`config.mk`:
```
export PLATFORM = sky130hd
export DESIGN_NAME = canvas_streamer
export DESIGN_NICKNAME = d
export VERILOG_FILES = /design/src/rtl/canvas_pkg.sv /design/src/rtl/canvas_stats.sv /design/src/rtl/canvas_streamer.sv
export SDC_FILE = /design/constraint.sdc
export NUM_CORES = 2
export LEC_CHECK = 0
export BUFFER_PORTS_ARGS = -buffer_cell sky130_fd_sc_hd__buf_4
export CAP_MARGIN = 20
export CORE_AREA = 2 2 372 374
export DETAILED_ROUTE_END_ITERATION = 8
export DIE_AREA = 0 0 374 376
export PLACE_DENSITY = 0.54
export SLEW_MARGIN = 20
export SYNTH_ARGS = -nofsm -noshare
export SYNTH_HDL_FRONTEND = slang
export SYNTH_SLANG_ARGS = --single-unit
export TNS_END_PERCENT = 50
```
`constraint.sdc`:
```
create_clock -name i_clk -period 3.1 [get_ports i_clk]
set_input_delay 0.62 -clock i_clk [delete_from_list [all_inputs] [get_ports i_clk]]
set_output_delay 0.62 -clock i_clk [all_outputs]
set_load 0.02 [all_outputs]
```
`src/rtl/canvas_pkg.sv`:
```
// Shared definitions for the canvas snapshot streamer: default geometry,
// coordinate and counter widths, and the streamer state encoding.
package canvas_pkg;
    localparam int CANVAS_W_DEF = 30;
    localparam int CANVAS_H_DEF = 30;
    localparam int COORD_W      = 5;
    localparam int INK_W        = 10;

    typedef enum logic [1:0] {
        IDLE,
        LOAD,
        STREAM,
        DONE
    } state_t;
endpackage

```
`src/rtl/canvas_stats.sv`:
```
// Ink statistics for one streamed frame: ink pixel count and bounding box of
// every accepted ink pixel. All registers read zero until the first ink pixel.
module canvas_stats
    import canvas_pkg::*;
(
    input  logic               clk,
    input  logic               rst_n,
    input  logic               clear,
    input  logic               xfer,
    input  logic               pixel,
    input  logic [COORD_W-1:0] row,
    input  logic [COORD_W-1:0] col,
    output logic [INK_W-1:0]   ink_count,
    output logic [COORD_W-1:0] rmin,
    output logic [COORD_W-1:0] rmax,
    output logic [COORD_W-1:0] cmin,
    output logic [COORD_W-1:0] cmax,
    output logic               bbox_valid
);
    always_ff @(posedge clk or negedge rst_n) begin
        if (!rst_n) begin
            ink_count <= '0;
            rmin      <= '0;
            rmax      <= '0;
            cmin      <= '0;
            cmax      <= '0;
        end else if (clear) begin
            ink_count <= '0;
            rmin      <= '0;
            rmax      <= '0;
            cmin      <= '0;
            cmax      <= '0;
        end else if (xfer && pixel) begin
            ink_count <= ink_count + 1'b1;
            // The first ink pixel seeds the box; zeros are not valid bounds.
            if (ink_count == '0) begin
                rmin <= row;
                rmax <= row;
                cmin <= col;
                cmax <= col;
            end else begin
                if (row < rmin) rmin <= row;
                if (row > rmax) rmax <= row;
                if (col < cmin) cmin <= col;
                if (col > cmax) cmax <= col;
            end
        end
    end

    assign bbox_valid = (ink_count != '0);
endmodule

```
`src/rtl/canvas_streamer.sv`:
```
// Snapshots the handwriting canvas on request and streams it pixel by pixel,
// row-major, over a valid/ready handshake while accumulating ink statistics.
module canvas_streamer
    import canvas_pkg::*;
#(
    parameter int CANVAS_W = CANVAS_W_DEF,
    parameter int CANVAS_H = CANVAS_H_DEF
) (
    input  logic                         i_clk,
    input  logic                         i_rst_n,
    input  logic                         i_start,
    input  logic [CANVAS_W*CANVAS_H-1:0] i_handwrite,
    input  logic                         i_ready,
    output logic                         o_valid,
    output logic                         o_pixel,
    output logic [COORD_W-1:0]           o_row,
    output logic [COORD_W-1:0]           o_col,
    output logic                         o_last,
    output logic                         o_busy,
    output logic                         o_done,
    output logic [INK_W-1:0]             o_ink_count,
    output logic [COORD_W-1:0]           o_bbox_rmin,
    output logic [COORD_W-1:0]           o_bbox_rmax,
    output logic [COORD_W-1:0]           o_bbox_cmin,
    output logic [COORD_W-1:0]           o_bbox_cmax,
    output logic                         o_bbox_valid
);
    localparam int NPIX = CANVAS_W * CANVAS_H;

    state_t            state;
    logic [NPIX-1:0]   snap;
    logic              xfer;
    logic              clear;

    assign xfer    = o_valid & i_ready;
    assign clear   = (state == IDLE) & i_start;
    // The snapshot shifts right on every transfer, so bit 0 is always the current pixel.
    assign o_pixel = snap[0];
    assign o_last  = o_valid && (o_row == COORD_W'(CANVAS_H - 1)) && (o_col == COORD_W'(CANVAS_W - 1));
    assign o_busy  = (state == LOAD) || (state == STREAM);

    always_ff @(posedge i_clk or negedge i_rst_n) begin
        if (!i_rst_n) begin
            state   <= IDLE;
            // NOTE: the snapshot is reset too so o_pixel reads 0 during and after reset.
            snap    <= '0;
            o_valid <= 1'b0;
            o_done  <= 1'b0;
            o_row   <= '0;
            o_col   <= '0;
        end else begin
            o_done <= 1'b0;
            case (state)
                IDLE: begin
                    if (i_start) begin
                        snap  <= i_handwrite;
                        state <= LOAD;
                    end
                end
                LOAD: begin
                    state   <= STREAM;
                    o_valid <= 1'b1;
                    o_row   <= '0;
                    o_col   <= '0;
                end
                STREAM: begin
                    if (xfer) begin
                        snap <= snap >> 1;
                        if (o_last) begin
                            state   <= DONE;
                            o_valid <= 1'b0;
                            o_done  <= 1'b1;
                            o_row   <= '0;
                            o_col   <= '0;
                        end else if (o_col == COORD_W'(CANVAS_W - 1)) begin
                            o_col <= '0;
                            o_row <= o_row + 1'b1;
                        end else begin
                            o_col <= o_col + 1'b1;
                        end
                    end
                end
                DONE: state <= IDLE;
                default: state <= IDLE;
            endcase
        end
    end

    canvas_stats u_stats (
        .clk       (i_clk),
        .rst_n     (i_rst_n),
        .clear     (clear),
        .xfer      (xfer),
        .pixel     (o_pixel),
        .row       (o_row),
        .col       (o_col),
        .ink_count (o_ink_count),
        .rmin      (o_bbox_rmin),
        .rmax      (o_bbox_rmax),
        .cmin      (o_bbox_cmin),
        .cmax      (o_bbox_cmax),
        .bbox_valid(o_bbox_valid)
    );
endmodule

```
==> run summary <==
========================================================================================================
Status                                                                                      finished, final reports clean
Fill cell instance count of the final layout                                                       13400
Number of clock sinks                                                                                944
Clock tree root driver cell                                                                 sky130_fd_sc_hd__clkbuf_16
1st-pass router iterations                                                                             7
CTS Buf Count                                                                                        109
Site row count                                                                                       136
Total global-route track usage                                                                     0.183
Min Tclk post-route                                                                              2910 ps
Class of the most critical hold timing path                                                 input pin to flop
Placed Instance Area                                                                         52900 sq um
Worst hold path cell count                                                                             2
Critical path class                                                                         flop to output pin
Max transition margin                                                                              0.558
Number of endpoints with negative hold slack in the final report                                       0
Number of stages on the worst setup path                                                               4
Number of buffer and inverter instances along the worst setup path                                     2
Power per Cell Area                                                                         1110 nW/um^2
Cell type of the slowest stage on the worst timing path                                     sky130_fd_sc_hd__dfrtp_1
Warning count from the yosys run                                                                       0
Skew-Pair Late Insertion Delay                                                                    710 ps
H-tree depth reported by CTS                                                                           3
Post-CTS clock slew at the launch and capture registers of the worst setup and hold paths          70 ps
Largest cells by area after synthesis                                                       sky130_fd_sc_hd__dfrtp_1 53%, sky130_fd_sc_hd__mux2i_1 20%, sky130_fd_sc_hd__a21oi_1 10%, sky130_fd_sc_hd__nor2_1 7.8%, sky130_fd_sc_hd__buf_6 2.3%
Clock skew after layout                                                                          20.5 ps
Share of layout cells above drive strength 1                                                       0.247
Clock tree from TritonCTS                                                                           done
Number of nets at the end of the flow                                                               5974
Clock power share                                                                                  0.215
Area growth syn-to-layout                                                                          27.7%
Buffer levels on the longest clock path                                                                3
Final standard cell area without fillers                                                     56800 sq um
Synth unique cells                                                                                    47
Flip-flop and latch count after synthesis                                                            944
Initial Util                                                                                       0.325
Count of placed standard cells in the final layout, fillers left out                                6950
Wire length of the first global-routing pass                                                201000 microns
Crit share post-route                                                                              0.940
Sequential cell area fraction in the yosys report                                                  0.531
Flip-flop cell with the highest count after synthesis                                       sky130_fd_sc_hd__dfrtp_1
Height of the chip                                                                           376 microns
DR WL/cell                                                                                  19.0 microns
Most frequent cells in the layout                                                           1024 x sky130_fd_sc_hd__buf_4, 943 x sky130_fd_sc_hd__dfrtp_1, 925 x sky130_fd_sc_hd__nor2_1, 906 x sky130_fd_sc_hd__a21oi_1, 899 x sky130_fd_sc_hd__mux2i_1
Worst EP arrival                                                                                 2290 ps
Worst stage delay on the critical path                                                            620 ps
Worst reg2reg path depth                                                                               6
Design Power                                                                                    0.0629 W
Endpoint type of the worst setup path                                                         output pin
Iteration-0 DRC Markers                                                                             1909
Placed wire-length estimate after detailed placement                                        96900 microns
Cell internal power dissipation                                                                 0.0383 W
Number of antenna violations at the first check in global routing                                     29
Largest net degree at the start of global routing                                                    165
Sequential Power Share                                                                             0.349
Highest clock frequency the design can meet                                                    0.343 GHz
Endpoints failing setup                                                                                0
Syn_area_per_cell                                                                             10.7 sq um
Number of cells produced by synthesis                                                               4170
Area share of the largest cell type after synthesis                                                0.531
Switching power                                                                                 0.0246 W
Number of placed I/O pins                                                                            950
Number of port buffers                                                                               949
Static leakage                                                                                   24.9 nW
R2r setup slk                                                                                     790 ps
Vias in the first global route                                                                     33100
Worst Tran Pin Value                                                                              664 ps
Antenna-violating nets left                                                                            0
Synth area leader                                                                           sky130_fd_sc_hd__dfrtp_1
Logic gate share of total power                                                                    0.436
Peak supply drop                                                                                0.667 mV
Setup total negative slack                                                                          0 ps
Kind of launch point of the worst setup path                                                        flop
Number of synthesized flops with an enable pin                                                         0
Total length of routed wires                                                                132000 microns
Max-slew violation count                                                                               0
Chip Width                                                                                   374 microns
Synthesized net count                                                                               5101
Via density                                                                                         4.72
Number of vias in the routed layout                                                                32800
Switching share of power                                                                           0.392
Die Outline Area                                                                            141000 sq um
Placed insts                                                                                        6724
Crit path max-delay family                                                                  simple AND/OR/NAND/NOR gates
Routability cong.                                                                                  0.828
Synth async-reset ratio                                                                             1.00
Syn Std Cell Area                                                                            44500 sq um
Unrepaired setup endpoints after global routing                                                    false
Maximum fanout along the worst path                                                                   11
Max Cap Violations                                                                                     0
Global-route congestion overflow total                                                                 0
Drt drc                                                                                                0
Area of the core                                                                            137000 sq um
Worst path required time                                                                         2480 ps
Series of cell instances along the critical path                                            nand4_1 > or3_4 > inv_1 > buf_4
Fin Hold WS                                                                                       164 ps
Commonest non-fill, non-tap cell in the layout                                              sky130_fd_sc_hd__buf_4
========================================================================================================
==> synth_stat cells (2+ instances only) <==
cell type and instances:
sky130_fd_sc_hd__o21ai_0 13, sky130_fd_sc_hd__a2111o_1 2, sky130_fd_sc_hd__nand4_1 7, sky130_fd_sc_hd__nor2_1 925, sky130_fd_sc_hd__buf_2 98, sky130_fd_sc_hd__a31o_1 2, sky130_fd_sc_hd__buf_4 111, sky130_fd_sc_hd__nor2_2 2
sky130_fd_sc_hd__o31ai_1 3, sky130_fd_sc_hd__clkbuf_1 4, sky130_fd_sc_hd__o211ai_1 2, sky130_fd_sc_hd__or2_2 2, sky130_fd_sc_hd__ha_1 27, sky130_fd_sc_hd__buf_6 91, sky130_fd_sc_hd__dfrtp_1 944, sky130_fd_sc_hd__mux2i_1 899
sky130_fd_sc_hd__xor2_1 5, sky130_fd_sc_hd__and3_1 3, sky130_fd_sc_hd__nor2b_1 5, sky130_fd_sc_hd__buf_8 2, sky130_fd_sc_hd__nand2_1 17, sky130_fd_sc_hd__and3b_1 2, sky130_fd_sc_hd__a21oi_2 2, sky130_fd_sc_hd__nand2b_1 3
sky130_fd_sc_hd__a221o_1 10, sky130_fd_sc_hd__a21oi_1 906, sky130_fd_sc_hd__a31oi_4 2, sky130_fd_sc_hd__xnor2_1 5, sky130_fd_sc_hd__a22o_1 19, sky130_fd_sc_hd__inv_1 31, sky130_fd_sc_hd__nand3_1 8, sky130_fd_sc_hd__a22o_2 2
sky130_fd_sc_hd__a211o_1 2
==> area by class of cell <==
class                   count  area [sq um]  area share
diodes                     21          52.6    0.000926
clock buffers             162          3240      0.0571
clock inverters            41           557     0.00981
inverters                  31           116     0.00205
multi-input cells        2888         18400       0.323
flip-flops and latches    944         23600       0.416
well taps                1794          2240      0.0395
repair buffers           1069          8570       0.151
==> power groups by stage <==
stage	combinational, W	clock (W)	sequential (W)
global placement	0.0271	0	0.0220
detailed placement	0.0278	0	0.0221
CTS	0.0279	0.0140	0.0220
finish	0.0275	0.0136	0.0219
global route	0.0309	0.0145	0.0227
floorplan	0.0243	0	0.0212
==> routing by layer <==
metal | GRT usage | share of wire | up-vias
met5 | 0 | 0.0012 | -
met4 | 0.0586 | 0.023 | 24
met3 | 0.0705 | 0.090 | 172
met2 | 0.303 | 0.48 | 796
met1 | 0.219 | 0.40 | 15600
li1 | - | - | 16200
==> cell families after synthesis <==
kind of cell | share of synthesized area
multiplexers | 0.203
AO/OA/AOI/OAI | 0.115
XOR/XNOR | 0.00197
flip-flops | 0.531
AND/OR/NAND/NOR | 0.0855
adder cells (fa/ha/maj) | 0.00760
buffers and inverters | 0.0565
==> what timing repair did <==
action | in CTS | in global routing
hold buffers | 1 | 0
hold endpoints to repair | 29 | 0
setup endpoints to repair | 1 | 0
gates resized for setup | 2 | 0
buffers inserted | 1 | 0
==> worst reg2reg max path, delay by kind of cell (launching register included) <==
kind | cells | cell delay (ps)
mux | 1 | 360
buf+inv | 3 | 910
fa+ha+maj | 1 | 410
flops | 1 | 390
compound gates | 1 | 100
==> final timing paths <==
| path | from | end |
|---|---|---|
| setup / recovery | o_row[2] | o_last |
| hold / removal | i_handwrite[899] | snap[899] |
| setup reg to reg | state[0] | snap[288] |
| hold reg to reg | snap[354] | snap[354] |
| max in group asynchronous | i_rst_n | snap[340] |
| min in group asynchronous | i_rst_n | snap[460] |
==> registers in the layout (all words and copies together) (netlist names) <==
register / count
u_stats.rmax: 5
u_stats.cmax: 5
o_col: 5
u_stats.ink_count: 10
state: 2
o_done: 1
o_valid: 1
o_row: 5
snap: 900
u_stats.rmin: 5
u_stats.cmin: 5
==> through the flow <==
step	utilization	worst slack (ps)
5_1_grt	0.415	3.31
4_1_cts	0.415	42.7
3_3_place_gp	0.387	743
3_5_place_dp	0.387	734
2_1_floorplan	-	959
6_report	0.415	187
(Power assumes the default switching activity.)
